--- config.mk ---
export PLATFORM = sky130hd
export DESIGN_NAME = cardinal_output_arbiter
export DESIGN_NICKNAME = d
export VERILOG_FILES = /design/src/rtl/cardinal_output_arbiter.sv
export SDC_FILE = /design/constraint.sdc
export NUM_CORES = 1
export LEC_CHECK = 0
export ABC_AREA = 1
export BUFFER_PORTS_ARGS = -buffer_cell sky130_fd_sc_hd__buf_2
export CORE_ASPECT_RATIO = 1.4
export CORE_MARGIN = 4
export CORE_UTILIZATION = 45
export CTS_CLUSTER_DIAMETER = 80
export CTS_CLUSTER_SIZE = 8
export DETAILED_ROUTE_END_ITERATION = 10
export PLACE_DENSITY_LB_ADDON = 0.2
export SKIP_LAST_GASP = 1
export SLEW_MARGIN = 40
export SYNTH_ARGS = -nofsm -noshare
export SYNTH_HDL_FRONTEND = slang
export SYNTH_SLANG_ARGS = --single-unit
--- constraint.sdc ---
create_clock -name clk -period 6.8 [get_ports clk]
set_input_delay 0.34 -clock clk [delete_from_list [all_inputs] [get_ports clk]]
set_output_delay 0.34 -clock clk [all_outputs]
set_load 0.01 [all_outputs]
--- src/rtl/cardinal_output_arbiter.sv ---
// Round-robin output arbiter for one ring link with per-VC staging slots; a grant goes out on the link one cycle later.
// Under backpressure the staged packet is held, that VC is not granted again, and the send is retried two cycles later.
module cardinal_output_arbiter #(
  parameter int PACKET_SIZE = 64,
  parameter int N_REQ       = 2,
  parameter int VC_BIT      = 63
) (
  input  logic                         clk,
  input  logic                         reset,
  input  logic [N_REQ-1:0]             req_valid,
  input  logic [N_REQ*PACKET_SIZE-1:0] req_data,
  output logic [N_REQ-1:0]             req_grant,
  output logic                         polarity,
  input  logic                         out_ro,
  output logic                         out_so,
  output logic [PACKET_SIZE-1:0]       out_do
);

  localparam int PTR_W = (N_REQ > 1) ? $clog2(N_REQ) : 1;

  logic                   polarity_q;
  logic [1:0]             slot_full;
  logic [PACKET_SIZE-1:0] slot_data [2];
  logic [PTR_W-1:0]       rr_ptr [2];

  logic                   fill_vc;
  logic                   link_vc;
  logic [N_REQ-1:0]       eligible;
  logic                   grant_any;
  logic [PACKET_SIZE-1:0] win_data;
  logic [PTR_W-1:0]       win_next_ptr;

  assign polarity = polarity_q;
  assign fill_vc  = polarity_q;
  assign link_vc  = ~polarity_q;

  always_comb begin
    for (int i = 0; i < N_REQ; i++) begin
      eligible[i] = req_valid[i] & (req_data[i*PACKET_SIZE + VC_BIT] == fill_vc);
    end
  end

  // Search from the VC's pointer upward, wrapping; first eligible index wins.
  always_comb begin
    int idx;
    int win;
    req_grant    = '0;
    grant_any    = 1'b0;
    win_data     = '0;
    win_next_ptr = '0;
    idx          = 0;
    win          = 0;
    if (!reset && !slot_full[fill_vc]) begin
      for (int k = 0; k < N_REQ; k++) begin
        idx = (int'(rr_ptr[fill_vc]) + k) % N_REQ;
        if (!grant_any && eligible[idx]) begin
          grant_any = 1'b1;
          win       = idx;
        end
      end
      if (grant_any) begin
        req_grant[win] = 1'b1;
        win_data       = req_data[win*PACKET_SIZE +: PACKET_SIZE];
        win_next_ptr   = PTR_W'((win + 1) % N_REQ);
      end
    end
  end

  assign out_so = ~reset & slot_full[link_vc] & out_ro;
  assign out_do = out_so ? slot_data[link_vc] : '0;

  always_ff @(posedge clk) begin
    if (reset) begin
      polarity_q   <= 1'b0;
      slot_full    <= 2'b00;
      slot_data[0] <= '0;
      slot_data[1] <= '0;
      rr_ptr[0]    <= '0;
      rr_ptr[1]    <= '0;
    end else begin
      polarity_q <= ~polarity_q;
      // Drain and fill always hit different slots, so both can happen at once.
      if (out_so) begin
        slot_full[link_vc] <= 1'b0;
      end
      if (grant_any) begin
        slot_full[fill_vc] <= 1'b1;
        slot_data[fill_vc] <= win_data;
        rr_ptr[fill_vc]    <= win_next_ptr;
      end
    end
  end

endmodule
==> summary.txt <==
GRT
  • Global route total overflow: 0
  • Global Route met2 Usage: 0.349
  • First-pass GRT wire length: 28000 um
  • Vias in the first global route: 5773
  • Largest net degree at the start of global routing: 96
  • GR Util met1: 0.237
  • M3 GR Usage: 0.0392
  • GRT Util Overall: 0.199
  • Initial antenna violation count: 1
  • Gr busiest metal: met2

Detailed routing
  • Total wire length: 18100 um
  • Via Count: 6161
  • DRT iter0 DRCs: 453
  • Via/cell ratio: 4.92
  • DRT Pass-1 Iters: 5
  • Number of routed nets with antenna violations: 0
  • Wire per inst: 14.4 um
  • Drt drc: 0

Die
  • Floorplan die width: 115 um
  • Rows: 54
  • Die area: 18000 sq um
  • Die Height: 157 um
  • Initial Util: 0.459
  • I/O pin count: 201
  • Core area: 15600 sq um

Yosys
  • Post-Synth XOR/XNOR Area: 0
  • Mean Syn Cell Area: 8.16 sq um
  • Largest family of logic cells by synthesized area: simple AND/OR/NAND/NOR gates
  • Post-Synth Adder-Cell Area: 0
  • Syn nets: 1011
  • Post-synthesis compound-gate area fraction: 0.0515
  • Simple-gate share of the synthesized area: 0.279
  • Mux cell area share after synthesis: 0
  • Gate Count Post-Synth: 878
  • Synthesis-stage register bit count: 133
  • Mapped Area: 7170 sq um
  • Library cells used by synthesis: 20
  • Sequential-to-total area share from yosys stat: 0.553
  • Synth Warn #: 0

Placement
  • DP Worst Slack: 3.02 ns
  • Gpl congestion: 0.758
  • IO buf count: 200
  • Post-detail-place hpwl: 11300 um

Clocking
  • CTS resizes: 0
  • Hold Buf Count CTS: 0
  • Setup Fix Bufs, Post-CTS: 0
  • Worst skew pair latency: 0.41 ns
  • CTS buffer count: 17
  • Clock Tree Buf Depth: 2
  • Sink Count: 133
  • CTS tree: yes
  • Htree depth: 4
  • Clock slew at reported path FFs: 0.06 ns
  • CTS root buf: clkbuf_16

Worst setup path
  • Worst-path cell chain: inv_4 -> buf_6 -> nand2_1 -> nand2_1 -> nand3_2 -> buf_4 -> nand2_2 -> nand2_1 -> nor2_1 -> buf_2
  • CP max stage cell: dfxtp_4
  • Crit. End Element: primary output
  • Startpoint Class: register
  • Worst Path Buf+Inv: 4
  • CP max stage delay: 0.65 ns
  • Critical path arrival: 3.61 ns
  • Cell mode on critical path: nand2_1
  • Worst EP required: 6.46 ns
  • Setup CP Type: register to primary output
  • Critical path peak fanout: 89
  • Worst path top cell family by delay: buffers and inverters

Flow run
  • Max_cap viols: 0

Power and ir drop
  • Final Total Pwr: 0.00215 W
  • Sw Ratio: 0.254
  • Logic pwr share: 0.125
  • Int Pwr: 0.00160 W
  • Switching power: 0.000547 W
  • Pwr dens: 245 nW/um^2
  • LEAKAGE: 4.28 nW
  • Clock power frac: 0.413
  • Peak supply drop: 0.133 mV
  • Seq pwr share: 0.462

Outcome
  • Status: complete, no violations

STA
  • Tcrit/Tclk final: 0.581
  • Setup_tns: 0 ns
  • Final Setup Violations: 0
  • Setup Skew: 0.00893 ns
  • Unrepaired setup endpoints after global routing: no
  • Max-slew headroom: 0.488
  • Fmax: 253 MHz
  • Final Max Tran Viols: 0
  • Period minus WS final: 3.95 ns
  • Worst Tran Pin Value: 0.766 ns
  • Final Hold Vio Count: 0
  • Final worst slack: 2.85 ns

Cells and area
  • Register Area: 3970 sq um
  • Area growth syn-to-layout: 22.4%
  • Share of cells above drive strength 1: 0.242
  • Filler Cell Count: 1468
  • Final #Nets: 1175
  • Multi-input gate area: 2410 sq um

Hold path
  • Hold crit path type: input port to register
==> registers in the layout, indices dropped and copies added (netlist names) <==
name,count
slot_full,2
rr_ptr,2
slot_data,128
polarity,1
==> cell type report <==
class,count,share of cell area
multi-input combinational,544,0.274
timing repair buffer,206,0.120
tap,196,0.0279
antenna,1,0.000285
clock inverter,11,0.0147
inverter,140,0.0607
sequential,133,0.452
clock buffer,21,0.0502
==> synth_stat cells, drive strengths merged <==
cell type / count / share of area
nand2: 208 / 0.11
inv: 139 / 0.073
nor2: 133 / 0.070
nand3: 131 / 0.10
edfxtp: 130 / 0.54
a21oi: 68 / 0.049
clkbuf: 44 / 0.023
buf: 17 / 0.020
dfxtp: 3 / 0.0084
o21ai: 2 / 0.0014
clkinv: 1 / 0.00070
conb: 1 / 0.00052
o211ai: 1 / 0.0010
==> layer usage <==
layer	up-vias	wire length (um)
met1	2800	7100
li1	3118	-
met5	-	0
met4	0	493
met2	213	9290
met3	30	1180
==> stage by stage <==
stage               cell area (sq um)   util  std cells  hold slack, ns
floorplan                        7170      -        878           0.407
finish                           8780  0.562       1252           0.138
CTS                              8770  0.562       1251           0.126
detailed placement               8210  0.526       1219           0.476
global route                     8780  0.562       1252           0.110
global placement                 8180  0.524       1219           0.468
==> worst paths after layout <==
check	slack [ns]	start	end	cells after the start
setup / recovery	2.85	polarity$_SDFF_PP0_	req_grant[0]	10
hold / removal	0.14	reset	polarity$_SDFF_PP0_	2
setup reg to reg	3.01	polarity$_SDFF_PP0_	slot_data[0][20]$_SDFFCE_PN0P_	11
hold reg to reg	0.49	slot_full[1]$_SDFF_PP0_	slot_full[1]$_SDFF_PP0_	2
==> cell families (layout without fill, tap and decap cells) <==
| family | Yosys count | count (layout) |
|---|---|---|
| other | 1 | 2 |
| AO/OA/AOI/OAI | 71 | 71 |
| buffers and inverters | 201 | 378 |
| AND/OR/NAND/NOR | 472 | 472 |
| flip-flops | 133 | 133 |
==> power groups by stage <==
stage / combinational [W] / clock [W] / sequential [W]
after floorplan: 0.000189 / 0 / 0.00100
final: 0.000269 / 0.000886 / 0.000993
after CTS: 0.000274 / 0.000892 / 0.000993
after global placement: 0.000269 / 0 / 0.00101
after detailed placement: 0.000273 / 0 / 0.00101
after global routing: 0.000307 / 0.000932 / 0.000999
==> cell usage in the layout, fill, tap and decap left out <==
master,count
a21oi_4,1
bufinv_16,2
edfxtp_1,130
clkinv_2,2
nand2_2,2
nand2_8,2
o21ai_0,2
clkinvlp_4,2
clkbuf_16,17
nand3_1,119
nor2_1,133
clkbuf_1,4
o211ai_1,1
clkinv_4,4
inv_2,1
buf_2,200
inv_6,2
inv_4,1
diode_2,1
nand3_2,12
dfxtp_4,1
conb_1,1
buf_6,2
dfxtp_1,2
a21oi_1,67
nand2_1,204
inv_1,137
buf_4,4
Note: power is estimated with default switching activity, not from simulation.
